File: config.mk
export PLATFORM = sky130hd
export DESIGN_NAME = epmp_bus_arbiter
export DESIGN_NICKNAME = d
export VERILOG_FILES = /design/src/rtl/epmp_arb_pkg.sv /design/src/rtl/epmp_arb_starve_cnt.sv /design/src/rtl/epmp_bus_arbiter.sv
export SDC_FILE = /design/constraint.sdc
export NUM_CORES = 1
export LEC_CHECK = 0
export BUFFER_PORTS_ARGS = -buffer_cell sky130_fd_sc_hd__buf_2
export CORE_UTILIZATION = 48
export CTS_CLUSTER_DIAMETER = 150
export DETAILED_ROUTE_END_ITERATION = 10
export PLACE_DENSITY = 0.8
export SYNTH_ARGS = -nofsm -noshare
export SYNTH_HDL_FRONTEND = slang
export SYNTH_SLANG_ARGS = --single-unit
File: constraint.sdc
create_clock -name clk -period 2.3 [get_ports clk]
set_clock_uncertainty 0.2 [all_clocks]
set_input_delay 0.46 -clock clk [delete_from_list [all_inputs] [get_ports clk]]
set_output_delay 0.46 -clock clk [all_outputs]
set_load 0.01 [all_outputs]
File: src/rtl/epmp_arb_pkg.sv
// ============================================================================
// Module      : epmp_arb_pkg
// Description : Shared state encoding, owner codes and default timing
//               constants for the EPMP external bus arbiter.
// Revision    : 1.0 - initial release
// ============================================================================
`default_nettype none

package epmp_arb_pkg;

  typedef enum logic [1:0] {
    IDLE   = 2'd0,
    ACCESS = 2'd1,
    DONE   = 2'd2
  } arb_state_e;

  localparam logic [1:0] OWN_NONE = 2'b00;
  localparam logic [1:0] OWN_CPU  = 2'b01;
  localparam logic [1:0] OWN_HOST = 2'b10;

  localparam int DEFAULT_WAIT_STATES  = 1;
  localparam int DEFAULT_STARVE_LIMIT = 4;

endpackage

`default_nettype wire

File: src/rtl/epmp_arb_starve_cnt.sv
// ============================================================================
// Module      : epmp_arb_starve_cnt
// Description : 4-bit saturating counter that tracks how long a host request
//               has been waiting; flags when the limit is reached.
// Revision    : 1.0 - initial release
// ============================================================================
`default_nettype none

module epmp_arb_starve_cnt (
  input  logic       clk,
  input  logic       rst,
  input  logic       i_inc,
  input  logic       i_clr,
  input  logic [3:0] i_limit,
  output logic       o_at_limit
);

  logic [3:0] r_count;

  always_ff @(posedge clk) begin
    if (rst || i_clr) begin
      r_count <= 4'd0;
    end else if (i_inc && (r_count < i_limit)) begin
      r_count <= r_count + 4'd1;
    end
  end

  assign o_at_limit = (r_count == i_limit);

endmodule

`default_nettype wire

File: src/rtl/epmp_bus_arbiter.sv
// ============================================================================
// Module      : epmp_bus_arbiter
// Description : Shares the external memory bus between the EPMP core and the
//               host/debug loader. Optional host bus lock: ARB_HOST_LOCK_EN.
// Revision    : 1.0 - initial release
// ============================================================================
`default_nettype none

module epmp_bus_arbiter
  import epmp_arb_pkg::*;
#(
  parameter int ADDR_W       = 16,
  parameter int DATA_W       = 8,
  parameter int WAIT_STATES  = DEFAULT_WAIT_STATES,
  parameter int STARVE_LIMIT = DEFAULT_STARVE_LIMIT
) (
  input  logic              clk,
  input  logic              Reset,
  input  logic              cpu_rd,
  input  logic              cpu_wr,
  input  logic [ADDR_W-1:0] cpu_addr,
  input  logic [DATA_W-1:0] cpu_wdata,
  output logic [DATA_W-1:0] cpu_rdata,
  output logic              cpu_done,
  output logic              cpu_stall,
  input  logic              host_req,
  input  logic              host_we,
  input  logic [ADDR_W-1:0] host_addr,
  input  logic [DATA_W-1:0] host_wdata,
`ifdef ARB_HOST_LOCK_EN
  input  logic              host_lock,
`endif
  output logic [DATA_W-1:0] host_rdata,
  output logic              host_ack,
  output logic [ADDR_W-1:0] mem_addr,
  output logic [DATA_W-1:0] mem_wdata,
  input  logic [DATA_W-1:0] mem_rdata,
  output logic              mem_rd,
  output logic              mem_wr,
  output logic [1:0]        owner
);

  localparam logic [2:0] c_wait  = 3'(WAIT_STATES);
  localparam logic [3:0] c_limit = 4'(STARVE_LIMIT);

  arb_state_e        r_state;
  arb_state_e        w_state_nxt;
  logic [2:0]        r_wait;
  logic [1:0]        r_owner;
  logic [ADDR_W-1:0] r_addr;
  logic [DATA_W-1:0] r_wdata;
  logic              r_we;
  logic [DATA_W-1:0] r_cpu_rdata;
  logic [DATA_W-1:0] r_host_rdata;

  logic w_cpu_req;
  logic w_grant_cpu;
  logic w_grant_host;
  logic w_at_limit;
  logic w_lock_hold;
  logic w_last;

  assign w_cpu_req = cpu_rd | cpu_wr;
  assign w_last    = (r_state == ACCESS) && (r_wait == 3'd0);

`ifdef ARB_HOST_LOCK_EN
  logic r_lock;

  // Lock is armed as a host access enters DONE and consumed by the next IDLE.
  always_ff @(posedge clk) begin
    if (Reset) begin
      r_lock <= 1'b0;
    end else if (w_last) begin
      r_lock <= (r_owner == OWN_HOST) && host_lock;
    end else if (r_state == IDLE) begin
      r_lock <= 1'b0;
    end
  end

  assign w_lock_hold = r_lock & host_lock;
`else
  assign w_lock_hold = 1'b0;
`endif

  epmp_arb_starve_cnt u_starve_cnt (
    .clk        (clk),
    .rst        (Reset),
    .i_inc      (host_req & ~w_grant_host),
    .i_clr      (~host_req | w_grant_host),
    .i_limit    (c_limit),
    .o_at_limit (w_at_limit)
  );

  always_comb begin
    w_grant_cpu  = 1'b0;
    w_grant_host = 1'b0;
    if (r_state == IDLE) begin
      if (host_req && (w_at_limit || w_lock_hold)) begin
        w_grant_host = 1'b1;
      end else if (w_cpu_req) begin
        w_grant_cpu = 1'b1;
      end else if (host_req) begin
        w_grant_host = 1'b1;
      end
    end
  end

  always_ff @(posedge clk) begin
    if (Reset) begin
      r_state <= IDLE;
    end else begin
      r_state <= w_state_nxt;
    end
  end

  always_comb begin
    w_state_nxt = r_state;
    unique case (r_state)
      IDLE:    if (w_grant_cpu || w_grant_host) w_state_nxt = ACCESS;
      ACCESS:  if (r_wait == 3'd0) w_state_nxt = DONE;
      DONE:    w_state_nxt = IDLE;
      default: w_state_nxt = IDLE;
    endcase
  end

  always_ff @(posedge clk) begin
    if (Reset) begin
      r_owner      <= OWN_NONE;
      r_addr       <= '0;
      r_wdata      <= '0;
      r_we         <= 1'b0;
      r_wait       <= 3'd0;
      r_cpu_rdata  <= '0;
      r_host_rdata <= '0;
    end else begin
      if (w_grant_cpu) begin
        r_owner <= OWN_CPU;
        r_addr  <= cpu_addr;
        r_wdata <= cpu_wdata;
        r_we    <= cpu_wr;  // rd and wr together resolve to a write
        r_wait  <= c_wait;
      end else if (w_grant_host) begin
        r_owner <= OWN_HOST;
        r_addr  <= host_addr;
        r_wdata <= host_wdata;
        r_we    <= host_we;
        r_wait  <= c_wait;
      end

      if (r_state == ACCESS) begin
        if (r_wait == 3'd0) begin
          if (!r_we && (r_owner == OWN_CPU))  r_cpu_rdata  <= mem_rdata;
          if (!r_we && (r_owner == OWN_HOST)) r_host_rdata <= mem_rdata;
        end else begin
          r_wait <= r_wait - 3'd1;
        end
      end

      if (r_state == DONE) begin
        r_owner <= OWN_NONE;
      end
    end
  end

  assign mem_addr   = r_addr;
  assign mem_wdata  = r_wdata;
  assign mem_rd     = (r_state == ACCESS) && !r_we;
  assign mem_wr     = (r_state == ACCESS) && r_we;
  assign owner      = r_owner;
  assign cpu_rdata  = r_cpu_rdata;
  assign host_rdata = r_host_rdata;
  assign cpu_done   = (r_state == DONE) && (r_owner == OWN_CPU);
  assign host_ack   = (r_state == DONE) && (r_owner == OWN_HOST);
  // Stall is forced low during reset so every output reads 0 there.
  assign cpu_stall  = w_cpu_req & ~cpu_done & ~Reset;

endmodule

`default_nettype wire
* Word-level counts from Yosys, hierarchy flattened
Cells that the tools add are included.
W data, S select, Z words.
** Word-level totals
- Register bits after elaboration :: 52
- Input port bits :: 62
- Output and inout bits :: 47
- Word-level logic and storage cells :: 70
** Operators by class
- Add/sub/neg operators :: 2
- $lt $le $gt $ge :: 1
- Eq/ne operators :: 7
- Mux-type cells :: 22
- Bitwise operators :: 9
- Reductions and logical operators :: 19
** Operator list (count)
- $mux W16 :: 2
- $mux W8 :: 2
- $mux W3 :: 4
- $mux W1 :: 11
- $logic_and A1 B1 Y1 :: 8
- $reduce_and A3 Y1 :: 2
- $add A4 B1 Y4 const B :: 1
- $eq A2 B1 Y1 const B :: 2
- $eq A2 B2 Y1 const B :: 2
- $eq A4 B3 Y1 const B :: 1
- $lt A4 B3 Y1 const B :: 1
- $mux W2 :: 2
- $ne A2 B1 Y1 const B :: 2
- $not A1 Y1 :: 4
- $pmux W2 S2 :: 1
- $and A1 B1 Y1 :: 3
- $logic_not A3 Y1 :: 1
- $reduce_or A3 Y1 :: 1
- $sub A3 B1 Y3 const B :: 1
- $logic_not A2 Y1 :: 1
- $logic_or A1 B1 Y1 :: 2
- $or A1 B1 Y1 :: 2
- $reduce_and A2 Y1 :: 1
- $reduce_bool A2 Y1 :: 1
- 2 further kinds :: 2

* Depth between registers and ports, before layout
Gate-level depths: netlist of the first run.
- Depth after elaboration :: 8
- Mapped depth :: 7
- Depth with buffers taken out :: 5

* By module
From an unflattened synthesis of the first run, not the netlist that was laid out.
** Unflattened totals
- Cell total of the unflattened synthesis :: 296
- Area, all modules :: 2718.9 um^2
** Modules (own cells, without submodules)
- epmp_bus_arbiter :: times used 1, cells each 261, area an instance 2401.1 um^2, seq. area each 960.9 um^2
- epmp_arb_starve_cnt :: times used 1, cells each 35, area an instance 317.8 um^2, seq. area each 80.1 um^2

* Worst setup path before layout of the first run
No wires, ideal clock.
- Path type :: reg-to-output
- Start point :: reg r_owner[0] (netlist: owner[0])
- End point :: out cpu_stall
- Arrival :: 1170 ps
- Data required time :: 1640 ps
- Path slack :: 470 ps
- Cell stages (with the launch flop) :: 5
- Buffers on the path :: 1
- Cells stage by stage :: dfxtp_1 nor2b_1 buf_2 and3_1 nor3_1
** On the way
- Longest elaborated chain between the ends :: 5
** Ends and longest elaborated chain
- from (decl) :: line epmp_bus_arbiter.sv:49 : logic [1:0] r_owner;
- from (signal assigned) :: line epmp_bus_arbiter.sv:128 : r_owner <= OWN_NONE;
- from (signal assigned) :: line epmp_bus_arbiter.sv:137 : r_owner <= OWN_CPU;
- from (signal assigned) :: line epmp_bus_arbiter.sv:143 : r_owner <= OWN_HOST;
- $eq A2 B1 Y1 :: line epmp_bus_arbiter.sv:172 : assign cpu_done = (r_state == DONE) && (r_owner == OWN_CPU);
- $logic_and A1 B1 Y1 :: line epmp_bus_arbiter.sv:172
- net cpu_done :: line epmp_bus_arbiter.sv:24 : output logic cpu_done,
- $not A1 Y1 :: line epmp_bus_arbiter.sv:175 : assign cpu_stall = w_cpu_req & ~cpu_done & ~Reset;
- $and A1 B1 Y1 (2 in series) :: line epmp_bus_arbiter.sv:175
- to (decl) :: line epmp_bus_arbiter.sv:25 : output logic cpu_stall,
The timed path passes the listed nets, and every way through them passes these cells.

* Final worst setup path of the first run
- Start point :: reg r_state[0]
- End point :: out mem_rd
** On the way
- Longest elaborated chain between the ends :: 2
** Ends and longest elaborated chain
- from (decl) :: line epmp_bus_arbiter.sv:46 : arb_state_e r_state;
- from (signal assigned) :: line epmp_bus_arbiter.sv:112 : r_state <= w_state_nxt;
- $eq A2 B1 Y1 :: line epmp_bus_arbiter.sv:167 : assign mem_rd = (r_state == ACCESS) && !r_we;
- $logic_and A1 B1 Y1 :: line epmp_bus_arbiter.sv:167
- to (decl) :: line epmp_bus_arbiter.sv:38 : output logic mem_rd,
No other way between the ends.

==> metrics.cfg, run 1 <==
[status]
outcome = finished clean

[cells_and_area]
nets = 456
final_cell_mix = sky130_fd_sc_hd__buf_2 (108), sky130_fd_sc_hd__dfxtp_1 (52), sky130_fd_sc_hd__a21oi_1 (47)
final_cells = 461
drive_gt1_frac = 0.358
final_core_util = 0.629
n_fill_cell = 458
layout.cell_area.non_filler_mm2 = 0.00327
layout.cells.most_common = sky130_fd_sc_hd__buf_2
number_of_antenna_diodes = 0
areaGrowthSynthToFinish_pct = 23.9

[detailed_routing]
antenna_violating_nets_post_route = 0
dr.first_iter.drc_count = 208
routed_via_density = 5.83
routed-wl-met2_mm = 3.32
drt_drc_violations_left = 0
drt-total-wl_mm = 7.02
top_signal_layer_used = met4
route.layer.met1.wl_mm = 3.16
avgRoutedWirePerCell_um = 15.2
dr_wl_met3_um = 432
dr.pass1.iters = 4
route.vias.total = 2687

[clock_network]
tritoncts.num_buffers = 5
clkLatencyLatePin_ns = 0.31
worst_setup_hold_path_clk_slew_ns = 0.10
clk_path_buf_depth = 2
hold_buffers = 0
tritoncts = built
clock-sinks = 52
ctsHtreeMaxLevel = 2
clock_tree.root_cell = sky130_fd_sc_hd__clkbuf_8

[setup_path]
crit_path_max_fanout = 17
worst_setup_path_end_kind = output pin
worstPathArrival_ns = 1.52
cp.required_ns = 1.64
criticalPathCategory = flop to output pin
setup.worst_path.start_class = flop

[place]
place_congestion = 0.781
post-place-cells = 453
io_buffer_count = 108
dpl-instance-area_mm2 = 0.00315
detailed_place_hpwl_mm = 4.87

[pwr]
power-per-cell-area_mw_per_mm2 = 699
ir_worst_vdd_v = 0.000364
static-leakage-power_uw = 0.00143

[global_route]
antenna_found_initial = 0
grt.total_usage = 0.250
vias_in_the_first_global_route = 2539
grt_first_pass_wirelength_mm = 12.0
overflow = 0
maximum_number_of_pins_on_one_net_before_global_route_repair = 49

[die]
core_mm2 = 0.00520
initial_util = 0.508
num_io_pins = 109
chipHeight_um = 76.2
row_count = 26
fp.dieArea_mm2 = 0.00581
die_x_um = 76.2

[timing]
layout_min_cycle_time_ns = 2.18
setup_viol = 0
timing_max_transition_violations_final = 0
final.period_utilization = 0.946
achievable-frequency_mhz = 459
setup_tns_ns = 0
worst_slew_margin_rel = 0.666
unrepaired_setup_endpoints_after_global_routing = no
finalHoldViolations = 0
fin_hold_ws_ns = 0.181
tightestPinTransition_ns = 0.502

[synth]
synthDominantAreaCellType = sky130_fd_sc_hd__dfxtp_1
netlist-cell-type-count = 47
syn_area_per_cell_um2 = 8.99
synthArstFlopShare = 0
postSynthRegisterBits = 52
yosys_warnings = 0
synthFlopType = sky130_fd_sc_hd__dfxtp_1
synth_top_area_frac = 0.394
synth-seq-area-share = 0.394
yosys-top-cells-area = sky130_fd_sc_hd__dfxtp_1 (39%), sky130_fd_sc_hd__a2111oi_0 (11%), sky130_fd_sc_hd__a21oi_1 (8.9%)
syn-cell-area_mm2 = 0.00264
postSynthNetCount = 360
synthesis.instances = 294
synth-edff-count = 0

[run]
count_of_max_cap_constraint_violations = 0

[hold_path]
min-delay-path-class = input port to flop

## cell usage after synthesis, drive strengths merged (2+ instances only)
library cell	number
a2111oi	48
a21oi	47
and2	2
and3	2
buf	22
clkbuf	8
dfxtp	52
ha	4
inv	31
nand2	2
nand2b	2
nand3b	2
nand4	16
nand4bb	2
nor2	3
nor2b	4
nor3	8
o21ai	17
or2	2
or3	3
or3b	2
## worst max-delay path: stages, from the launching register on
cell and delay, ns:
sky130_fd_sc_hd__dfxtp_1 0.45, sky130_fd_sc_hd__or3b_1 0.50, sky130_fd_sc_hd__clkinv_8 0.12, sky130_fd_sc_hd__buf_2 0.14
## stage by stage
| stage | power [uW] | setup slack (ns) |
|---|---|---|
| 2_1_floorplan | 1460 | 0.470 |
| 3_3_place_gp | 1630 | 0.0500 |
| 3_5_place_dp | 1640 | -0.0531 |
| 4_1_cts | 2300 | 0.117 |
| 5_1_grt | 2420 | 0.0436 |
| 6_report | 2290 | 0.123 |
## layout make-up
cell class / count / area, um^2 / share of cell area
Inverter: 32 / 133 / 0.0405
Clock buffer: 6 / 82.6 / 0.0252
Multi-Input combinational cell: 180 / 1270 / 0.387
Clock inverter: 2 / 38.8 / 0.0118
Sequential cell: 52 / 1040 / 0.318
Timing Repair Buffer: 119 / 623 / 0.190
Tap cell: 70 / 87.6 / 0.0267
## routing by layer
| layer | track usage | up-vias |
|---|---|---|
| met3 | 0.0467 | 10 |
| li1 | - | 1314 |
| met5 | 0 | - |
| met4 | 0.0808 | 0 |
| met2 | 0.394 | 114 |
| met1 | 0.344 | 1249 |
## sequential cells by signal (all words and copies together), names as in the netlist
register / cells
mem_addr: 16
r_state: 2
r_wait: 3
owner: 2
r_we: 1
mem_wdata: 8
host_rdata: 8
cpu_rdata: 8
u_starve_cnt.r_count: 4
## where the power goes
group / switching, uW / total, uW / internal, uW / leakage [uW]
logic: 353 / 581 / 228 / 0.000943
clock network: 310 / 666 / 356 / 0.0000614
registers: 55.7 / 1040 / 987 / 0.000427
## logic make-up after synthesis
| group | share of synthesized area |
|---|---|
| buffers and inverters | 0.126 |
| xor gates and xnor gates | 0.00331 |
| and+or+nand+nor | 0.134 |
| DFF | 0.394 |
| muxes | 0.00379 |
| AOI/OAI and AO/OA | 0.320 |
| adders and majority gates | 0.0189 |
## path summary, 6_finish.rpt
kind / startpoint / end / slack, ns / depth (start not counted)
min reg2reg: r_wait[1] / r_wait[1] / 0.28 / 2
max: r_state[0] / mem_rd / 0.12 / 3
max reg2reg: u_starve_cnt.r_count[0] / mem_addr[5] / 0.24 / 6
min: cpu_wdata[7] / mem_wdata[7] / 0.18 / 3
## timing repair
action                     in CTS  in global routing
resized for setup               0                  1
setup buffers                   0                  0
setup endpoints to repair       0                  1
Note: power is estimated with default switching activity, not from simulation.
==> inputs of run 2 (changes only) <==
Clock period 2.3 ns to 2.4 ns, I/O delays scaled along.
==> run 2 against run 1 <==
Against the previous run: hold slack improved by 0.031 ns; routed wire length increased by 2.1%; via count decreased by 1.2%; first-iteration DRC count decreased by 4.3%; largest power group unchanged; cell count increased by 0.22%; critical endpoint unchanged; global-route usage decreased by 0.11 points; register-to-register slack improved by 0.03 ns; design area increased by 0.61%; critical path depth unchanged; non-clock buffer count increased by 1; clock-buffer cell count unchanged.
==> metrics.cfg, run 2 (synthesized netlist as in run 1, its figures left out) <==
[status]
outcome = finished clean  ; unchanged

[detailed_routing]
dr.pass1.iters = 4  ; unchanged
routed_via_density = 5.75  ; was 5.83
route.vias.total = 2655  ; was 2687
avgRoutedWirePerCell_um = 15.5  ; was 15.2 um
antenna_violating_nets_post_route = 0  ; unchanged
drt-total-wl_mm = 7.16  ; was 7.02 mm
dr.first_iter.drc_count = 199  ; was 208
drt_drc_violations_left = 0  ; unchanged

[cells_and_area]
layout.cell_area.non_filler_mm2 = 0.00329  ; was 0.00327 mm^2
drive_gt1_frac = 0.357  ; was 0.358
final_core_util = 0.633  ; was 0.629
final_cell_mix = sky130_fd_sc_hd__buf_2 (108), sky130_fd_sc_hd__dfxtp_1 (52), sky130_fd_sc_hd__a21oi_1 (47)  ; unchanged
largest_register_ffs = 16  ; unchanged
number_of_antenna_diodes = 0  ; unchanged
layout.cells.most_common = sky130_fd_sc_hd__buf_2  ; unchanged
nets = 457  ; was 456
final_cells = 462  ; was 461
areaGrowthSynthToFinish_pct = 24.6  ; was 23.9%

[timing]
unrepaired_setup_endpoints_after_global_routing = no  ; unchanged
finalHoldViolations = 0  ; unchanged
setup_tns_ns = 0  ; unchanged
timing_max_transition_violations_final = 0  ; unchanged
setup_ws_ns = 0.198  ; was 0.123 ns
worst_slew_margin_rel = 0.672  ; was 0.666
achievable-frequency_mhz = 454
setup_viol = 0  ; unchanged
layout_min_cycle_time_ns = 2.20
final.period_utilization = 0.918
tightestPinTransition_ns = 0.479  ; was 0.502 ns

[place]
post-place-cells = 454  ; was 453
pre_cts_ws_ns = 0.283  ; was -0.0531 ns
detailed_place_hpwl_mm = 4.86  ; was 4.87 mm
io_buffer_count = 108  ; unchanged
place_congestion = 0.848  ; was 0.781
dpl-instance-area_mm2 = 0.00317  ; was 0.00315 mm^2

[clock_network]
ctsHtreeMaxLevel = 2  ; unchanged
clock-sinks = 52  ; unchanged
cts_post_setup_buffers_inserted = 0  ; unchanged
post_cts_resized = 0  ; unchanged
tritoncts.num_buffers = 5  ; unchanged
hold_buffers = 0  ; unchanged
clkLatencyLatePin_ns = 0.30  ; was 0.31 ns
clk_path_buf_depth = 2  ; unchanged
tritoncts = built  ; unchanged
clock_tree.root_cell = sky130_fd_sc_hd__clkbuf_8  ; unchanged
worst_setup_hold_path_clk_slew_ns = 0.10  ; about the same

[setup_path]
cp.required_ns = 1.72  ; was 1.64 ns
crit_path_max_fanout = 17  ; unchanged
setup.worst_path.start_class = flop  ; unchanged
criticalPathCategory = flop to output pin  ; unchanged
worst_setup_path_end_kind = output pin  ; unchanged
worstPathArrival_ns = 1.52  ; about the same

[hold_path]
min-delay-path-class = input port to flop  ; unchanged

[global_route]
grt_first_pass_wirelength_mm = 12.0  ; about the same
antenna_found_initial = 0  ; unchanged
grt.total_usage = 0.249  ; was 0.250
maximum_number_of_pins_on_one_net_before_global_route_repair = 49  ; unchanged
overflow = 0  ; unchanged
vias_in_the_first_global_route = 2547  ; was 2539

[die]
core_mm2 = 0.00520  ; unchanged
row_count = 26  ; unchanged
die_x_um = 76.2  ; unchanged
fp.dieArea_mm2 = 0.00581  ; unchanged
chipHeight_um = 76.2  ; unchanged
initial_util = 0.508  ; unchanged
num_io_pins = 109  ; unchanged

[pwr]
power-per-cell-area_mw_per_mm2 = 667  ; was 699 mW/mm^2
static-leakage-power_uw = 0.00144  ; was 0.00143 uW
ir_worst_vdd_v = 0.000420  ; was 0.000364 V

[run]
count_of_max_cap_constraint_violations = 0  ; unchanged

-- run 2: changes by cell type in the layout (fill, tap and decap cells not counted) --
cell                     before  now
sky130_fd_sc_hd__buf_12       0    1
sky130_fd_sc_hd__or2_2        1    0
sky130_fd_sc_hd__or2_1        0    1
-- run 2: final timing paths --
kind              endpoint          start  slack, ns  cells after the start
max                 mem_rd     r_state[0]       0.20                      3
min           mem_addr[15]   cpu_addr[15]       0.21                      3
max reg2reg    mem_addr[2]     r_state[1]       0.27                      4
min reg2reg  host_rdata[2]  host_rdata[2]       0.28                      2
-- run 2: through the flow --
step	power (uW)	hold WS, ns
after floorplan	1400	0.253
after global placement	1560	0.258
after detailed placement	1580	0.263
after CTS	2200	0.206
after global routing	2320	0.214
final	2200	0.213
-- run 2: area by class of cell --
class | instances | area (um^2)
multi-input cells | 180 | 1270
fillers | 477 | 1910
clock inverters | 2 | 38.8
repair buffers | 120 | 643
clock buffers | 6 | 82.6
flip-flops and latches | 52 | 1040
inverters | 32 | 133
well taps | 70 | 87.6
-- run 2: report_power, final --
| part | switching (uW) | total, uW | internal [uW] |
|---|---|---|---|
| combinational | 342 | 563 | 222 |
| sequential | 52.5 | 998 | 946 |
| clock | 294 | 635 | 341 |
-- run 2: per-layer routing --
layer | global-route usage | routed length (um) | vias up
met4 | 0.0731 | 115 | 0
met2 | 0.408 | 3350 | 104
met5 | 0 | 0 | -
li1 | - | - | 1315
met3 | 0.0467 | 397 | 12
met1 | 0.331 | 3300 | 1224
-- run 2: worst max-delay path, stage by stage (launching register included) --
cell and delay (ns):
sky130_fd_sc_hd__dfxtp_1 0.46, sky130_fd_sc_hd__or3b_1 0.50, sky130_fd_sc_hd__clkinv_8 0.13, sky130_fd_sc_hd__buf_2 0.13
